<file path="config.mk">
export PLATFORM = sky130hd
export DESIGN_NAME = rf_access_sched
export DESIGN_NICKNAME = d
export VERILOG_FILES = /design/src/rtl/rf_access_sched_pkg.sv /design/src/rtl/rf_wr_arb.sv /design/src/rtl/rf_access_sched.sv
export SDC_FILE = /design/constraint.sdc
export NUM_CORES = 1
export LEC_CHECK = 0
export CAP_MARGIN = 20
export CORE_ASPECT_RATIO = 0.6
export CORE_MARGIN = 3
export CORE_UTILIZATION = 33
export DETAILED_ROUTE_END_ITERATION = 8
export PLACE_DENSITY = 0.83
export REMOVE_ABC_BUFFERS = 1
export SETUP_SLACK_MARGIN = 0.02
export SLEW_MARGIN = 5
export SYNTH_ARGS = -nofsm -noshare
export SYNTH_HDL_FRONTEND = slang
export SYNTH_HIERARCHICAL = 1
export SYNTH_SLANG_ARGS = --single-unit
</file>
<file path="constraint.sdc">
create_clock -name clk -period 3.4 [get_ports clk]
set_clock_uncertainty 0.1 [all_clocks]
set_input_delay 1.02 -clock clk [delete_from_list [all_inputs] [get_ports clk]]
set_output_delay 1.02 -clock clk [all_outputs]
set_load 0.02 [all_outputs]
</file>
<file path="src/rtl/rf_access_sched_pkg.sv">
// rf_access_sched_pkg: shared sizes and FSM encoding for the register-group access scheduler
package rf_access_sched_pkg;
    localparam int NREG = 4;
    localparam int AW   = 2;
    localparam int DW   = 16;
    typedef enum logic [1:0] {ST_IDLE, ST_READ, ST_WAIT, ST_HOLD} state_t;
endpackage

</file>
<file path="src/rtl/rf_wr_arb.sv">
// rf_wr_arb: two-way round-robin write-port arbiter with one-hot write-enable decode
module rf_wr_arb #(
    parameter int NREG = rf_access_sched_pkg::NREG,
    parameter int AW   = rf_access_sched_pkg::AW,
    parameter int DW   = rf_access_sched_pkg::DW
) (
    input  logic            clk,
    input  logic            rst,
    input  logic            i_a_valid,
    input  logic [AW-1:0]   i_a_addr,
    input  logic [DW-1:0]   i_a_data,
    input  logic            i_b_valid,
    input  logic [AW-1:0]   i_b_addr,
    input  logic [DW-1:0]   i_b_data,
    output logic            o_a_gnt,
    output logic            o_b_gnt,
    output logic            o_gnt,
    output logic [AW-1:0]   o_addr,
    output logic [NREG-1:0] o_reg_en,
    output logic [DW-1:0]   o_data
);
    logic r_prio_b;
    logic w_contend;
    // r_prio_b is set when A won the last contended cycle, so B goes first next time
    always_comb begin
        w_contend = i_a_valid & i_b_valid;
        o_a_gnt   = i_a_valid & (~i_b_valid | ~r_prio_b);
        o_b_gnt   = i_b_valid & ~o_a_gnt;
        o_gnt     = o_a_gnt | o_b_gnt;
        o_addr    = o_a_gnt ? i_a_addr : i_b_addr;
        o_reg_en  = o_a_gnt ? NREG'(1) << i_a_addr : o_b_gnt ? NREG'(1) << i_b_addr : '0;
        o_data    = o_a_gnt ? i_a_data : o_b_gnt ? i_b_data : '0;
    end
    always_ff @(posedge clk) begin
        if (rst)
            r_prio_b <= 1'b0;
        else if (w_contend)
            r_prio_b <= o_a_gnt;
    end
endmodule

</file>
<file path="src/rtl/rf_access_sched.sv">
// rf_access_sched: operand-read sequencer with pending scoreboard in front of the 4x16 register group;
// write-backs from ALU and memory share the single write port through rf_wr_arb.
module rf_access_sched
    import rf_access_sched_pkg::*;
#(
    parameter int NREG = rf_access_sched_pkg::NREG,
    parameter int AW   = rf_access_sched_pkg::AW,
    parameter int DW   = rf_access_sched_pkg::DW
) (
    input  logic            clk,
    input  logic            rst,
    input  logic            rq_valid,
    output logic            rq_ready,
    input  logic [AW-1:0]   rq_rd,
    input  logic [AW-1:0]   rq_rs,
    input  logic            rq_wb,
    input  logic [AW-1:0]   rq_wb_addr,
    input  logic            alu_wr_valid,
    input  logic [AW-1:0]   alu_wr_addr,
    input  logic [DW-1:0]   alu_wr_data,
    output logic            alu_wr_ready,
    input  logic            mem_wr_valid,
    input  logic [AW-1:0]   mem_wr_addr,
    input  logic [DW-1:0]   mem_wr_data,
    output logic            mem_wr_ready,
    output logic            rf_en_in,
    output logic [AW-1:0]   rf_rd,
    output logic [AW-1:0]   rf_rs,
    output logic [NREG-1:0] rf_reg_en,
    output logic [DW-1:0]   rf_d_in,
    input  logic            rf_en_out,
    input  logic [DW-1:0]   rf_rd_q,
    input  logic [DW-1:0]   rf_rs_q,
    output logic            op_valid,
    input  logic            op_ready,
    output logic [DW-1:0]   op_a,
    output logic [DW-1:0]   op_b,
    output logic [NREG-1:0] sb_pending,
    output logic            sb_err
);
    state_t          r_state, w_next;
    logic [AW-1:0]   r_rd, r_rs;
    logic [DW-1:0]   r_op_a, r_op_b;
    logic [NREG-1:0] r_pend, w_set;
    logic            r_err;
    logic            w_gnt, w_hazard, w_accept;
    logic [AW-1:0]   w_gaddr;

    rf_wr_arb #(.NREG(NREG), .AW(AW), .DW(DW)) u_arb (
        .clk      (clk),
        .rst      (rst),
        .i_a_valid(alu_wr_valid),
        .i_a_addr (alu_wr_addr),
        .i_a_data (alu_wr_data),
        .i_b_valid(mem_wr_valid),
        .i_b_addr (mem_wr_addr),
        .i_b_data (mem_wr_data),
        .o_a_gnt  (alu_wr_ready),
        .o_b_gnt  (mem_wr_ready),
        .o_gnt    (w_gnt),
        .o_addr   (w_gaddr),
        .o_reg_en (rf_reg_en),
        .o_data   (rf_d_in)
    );

    always_ff @(posedge clk) begin
        if (rst)
            r_state <= ST_IDLE;
        else
            r_state <= w_next;
    end

    always_comb begin
        w_next = (r_state == ST_IDLE) ? (w_accept ? ST_READ : ST_IDLE) :
                 (r_state == ST_READ) ? ST_WAIT :
                 (r_state == ST_WAIT) ? (rf_en_out ? ST_HOLD : ST_WAIT) :
                                        (op_ready ? ST_IDLE : ST_HOLD);
    end

    // a grant to a source register this cycle would race the read, so hold off one cycle
    always_comb begin
        w_hazard = w_gnt & ((w_gaddr == rq_rd) | (w_gaddr == rq_rs));
        rq_ready = (r_state == ST_IDLE) & ~r_pend[rq_rd] & ~r_pend[rq_rs] & ~w_hazard;
        w_accept = rq_valid & rq_ready;
        rf_en_in = (r_state == ST_READ);
        op_valid = (r_state == ST_HOLD);
        w_set    = (w_accept & rq_wb) ? NREG'(1) << rq_wb_addr : '0;
    end

    // clear then set, so a new claim outlives a same-edge write-back to that register
    always_ff @(posedge clk) begin
        if (rst) begin
            r_pend <= '0;
            r_err  <= 1'b0;
            r_rd   <= '0;
            r_rs   <= '0;
            r_op_a <= '0;
            r_op_b <= '0;
        end else begin
            r_pend <= (r_pend & ~rf_reg_en) | w_set;
            r_err  <= r_err | (w_gnt & ~r_pend[w_gaddr]);
            if (w_accept) begin
                r_rd <= rq_rd;
                r_rs <= rq_rs;
            end
            if (r_state == ST_WAIT && rf_en_out) begin
                r_op_a <= rf_rd_q;
                r_op_b <= rf_rs_q;
            end
        end
    end

    assign rf_rd      = r_rd;
    assign rf_rs      = r_rs;
    assign op_a       = r_op_a;
    assign op_b       = r_op_b;
    assign sb_pending = r_pend;
    assign sb_err     = r_err;
endmodule

</file>
==> reports/results.md <==
* number of enable flip-flop cells after synthesis: 0
* Synth Flop Type: sky130_fd_sc_hd__dfxtp_1
* CP delay by family, top: compound AO/OA/AOI/OAI gates
* synthesized flop and latch total: 44
* synthesized netlist cell count: 277
* GR Layer Usage met1: 0.256
* CTS tree: yes
* number of placement rows: 22
* highest-count cells in the layout ignoring fill and taps: 116 x sky130_fd_sc_hd__clkdlybuf4s50_1, 82 x sky130_fd_sc_hd__nand2_1, 44 x sky130_fd_sc_hd__dfxtp_1
* leakage power: 1.74 nW
* Combinational Power Share: 0.287
* CP max stage cell: sky130_fd_sc_hd__mux2_4
* count of endpoints failing setup in the final report: 1
* final count of hold timing violations: 0
* reported max-cap violation count: 0
* minimum setup slack in the final design: -0.0316 ns
* Switching Share: 0.262
* Die Y-Extent: 69.8 µm
* final std cell area, no fill: 4060 µm²
* largest incremental delay on the critical path: 0.34 ns
* fill cell count: 568
* Final Net Count: 520
* path class of the lowest-slack min-delay path: reg2reg
* wire length of the first global-routing pass: 12200 µm
* number of global-route vias before repair: 2438
* startpoint kind of the worst setup timing path: input pin
* clock buffers created by TritonCTS: 5
* DR pass1 iterations: 4
* netlist area before placement: 2240 µm²
* status: finished, violations left
* endpoint type of the worst setup path: primary output
* Vias per Instance: 4.59
* initial antenna violation count: 0
* final estimated routing congestion in global placement: 0.757
* reg-to-reg slack, setup: 1.02 ns
* proportion of power drawn by flip-flops and latches: 0.388
* Antenna diodes: 0
* Final min period: 3.43 ns
* count of buffering cells on the critical path with inverters included: 2
* YS warnings: 6
* Synth-to-Final Area Change: 81.4%
* Root Driver: sky130_fd_sc_hd__clkbuf_16
* Worst-Margin Slew: 0.407 ns
* detailed-route wire length per cell: 14.1 µm
* violations in the final reports: negative setup slack
* share of the yosys chip area belonging to registers: 0.394
* Port Buffers: 147
* Die Outline Area: 7830 µm²
* maximum clock frequency: 291 MHz
* Starting DRT DRC Count: 77
* Vias: 2399
* Sinks on Clock Net: 44
* required time of the worst setup path: 2.28 ns
* DRC errors left: 0
* critical path class: in2out
* share of final-layout standard cells stronger than drive strength 1: 0.107
* Fin Setup TNS: -0.0316 ns
* maximum number of pins on one net before global-route repair: 33
* Routed Wire Length: 7370 µm
* Arrival @ worst endpoint: 2.31 ns
* Routed Antenna Nets: 0
* clock-pin slew on the worst setup and hold paths: 0.06 ns
* global routing usage on met3: 0.0453
* starting density of the core: 0.353
* maximum VDD drop: 0.332 mV
* number of primary I/O pins: 148
* Die X-Extent: 112 µm
* met2 Resource Use GR: 0.310
* insertion delay to the later sink of the worst-skew pair: 0.27 ns
* part of the power in the clock network: 0.325
* number of distinct standard cells referenced by the synthesized netlist: 32
* Async S/R FF share, synth: 0
* mean cell area of the mapped netlist: 8.07 µm²
* power density over the cells: 353 nW/µm²
* cells traversed along the worst timing path: buf_6 -> a21bo_4 -> mux2_4 -> xor2_1 -> o22ai_2 -> a211oi_2 -> buf_4
* overflow left after global routing: 0
* Int Pwr: 1.06 mW
* # H-tree levels: 2
* Max transition margin: 0.729
* count of pins over their slew limit: 0
* switching power: 375 µW
* unrepaired setup endpoints after global routing: yes
* overall routing resource usage: 0.188
* total half-perimeter wirelength after legalization and detailed placement: 5920 µm
* fraction of the cycle the final worst path needs: 1.01
* Placed Instance Area: 3890 µm²
* busiest metal layer after global routing: met2
* Max Buffers Root-to-Sink: 2
* worst-path maximum fanout: 3
* most common library cell in the layout ignoring fill and taps: sky130_fd_sc_hd__clkdlybuf4s50_1
* CORE AREA: 6330 µm²
through the flow:
| step | total power [mW] | hold slack [ns] | util | std cells | setup WS, ns |
|---|---|---|---|---|---|
| after global routing | 1.51 | 0.376 | 0.641 | 523 | -0.133 |
| after CTS | 1.45 | 0.356 | 0.641 | 523 | -0.0418 |
| after global placement | 0.976 | 0.341 | 0.614 | 514 | -1.00 |
| after detailed placement | 0.983 | 0.348 | 0.614 | 514 | -1.11 |
| after floorplan | 0.730 | 0.404 | - | 259 | -0.830 |
| final | 1.43 | 0.353 | 0.641 | 523 | -0.0316 |
tightest hold or removal path, cell delays in order, from the launching register on:
cell,delay [ns]
sky130_fd_sc_hd__dfxtp_1,0.31
sky130_fd_sc_hd__nand2_1,0.05
sky130_fd_sc_hd__a21oi_1,0.05
cells in the mapped netlist, drive strengths merged (2+ instances only):
cell	number	area [µm²]
xor2	4	35.0
a211oi	2	15.0
nor2b	2	12.5
nand3b	4	30.0
clkbuf	13	48.8
a21oi	34	170
mux4	2	45.0
nand2b	9	56.3
nand2	82	308
mux2	3	33.8
nor2	3	11.3
a41o	4	40.0
nor3b	6	45.0
mux2i	25	250
dfxtp	44	881
buf	5	50.0
a21bo	2	20.0
inv	22	82.6
metal layers:
layer  share of wire  wire length (µm)
met5               0                 0
met4          0.0037                27
met3           0.051               379
met2            0.48              3510
met1            0.47              3460
power groups by stage:
| stage | registers (mW) | logic [mW] | clock network, mW |
|---|---|---|---|
| 2_1_floorplan | 0.588 | 0.143 | 0 |
| 3_3_place_gp | 0.564 | 0.411 | 0 |
| 3_5_place_dp | 0.566 | 0.417 | 0 |
| 4_1_cts | 0.555 | 0.413 | 0.478 |
| 5_1_grt | 0.558 | 0.442 | 0.507 |
| 6_report | 0.556 | 0.412 | 0.465 |
cell families after synthesis:
group | Yosys count | synth area share
flip-flops | 44 | 0.394
AND/OR/NAND/NOR | 112 | 0.224
XOR/XNOR | 4 | 0.0157
buffers and inverters | 40 | 0.0811
multiplexers | 30 | 0.147
AO/OA/AOI/OAI | 47 | 0.138
worst paths after layout:
path                                             startpoint                     to  cells past startpoint
worst min-delay path                  op_a[13]$_SDFFE_PP0P_  op_a[13]$_SDFFE_PP0P_                      2
worst max register to register  u_arb/r_prio_b$_SDFFE_PP0P_  rf_rs[1]$_SDFFE_PP0P_                      9
worst min register to register        op_a[13]$_SDFFE_PP0P_  op_a[13]$_SDFFE_PP0P_                      2
worst max-delay path                           mem_wr_valid               rq_ready                      7
flip-flops by register name, summed over array words and instances, names as in the netlist:
register and count:
op_a 16, rf_rd 2, op_b 16, sb_err 1
u_arb/r_prio_b 1, rf_rs 2, sb_pending 4, r_state 2
cell type report:
| class | instances | area, µm² | area share |
|---|---|---|---|
| repair buffers | 172 | 1630 | 0.403 |
| multi-input cells | 193 | 1210 | 0.298 |
| flip-flops and latches | 44 | 881 | 0.217 |
| clock buffers | 8 | 146 | 0.0361 |
| well taps | 84 | 105 | 0.0259 |
| inverters | 22 | 82.6 | 0.0204 |
what timing repair did:
action	CTS	global route
pin swaps	3	0
buffers inserted	1	0
setup endpoints to repair	23	2
hold buffers	0	0
resized for setup	55	1
Note: power is estimated with default switching activity, not from simulation.
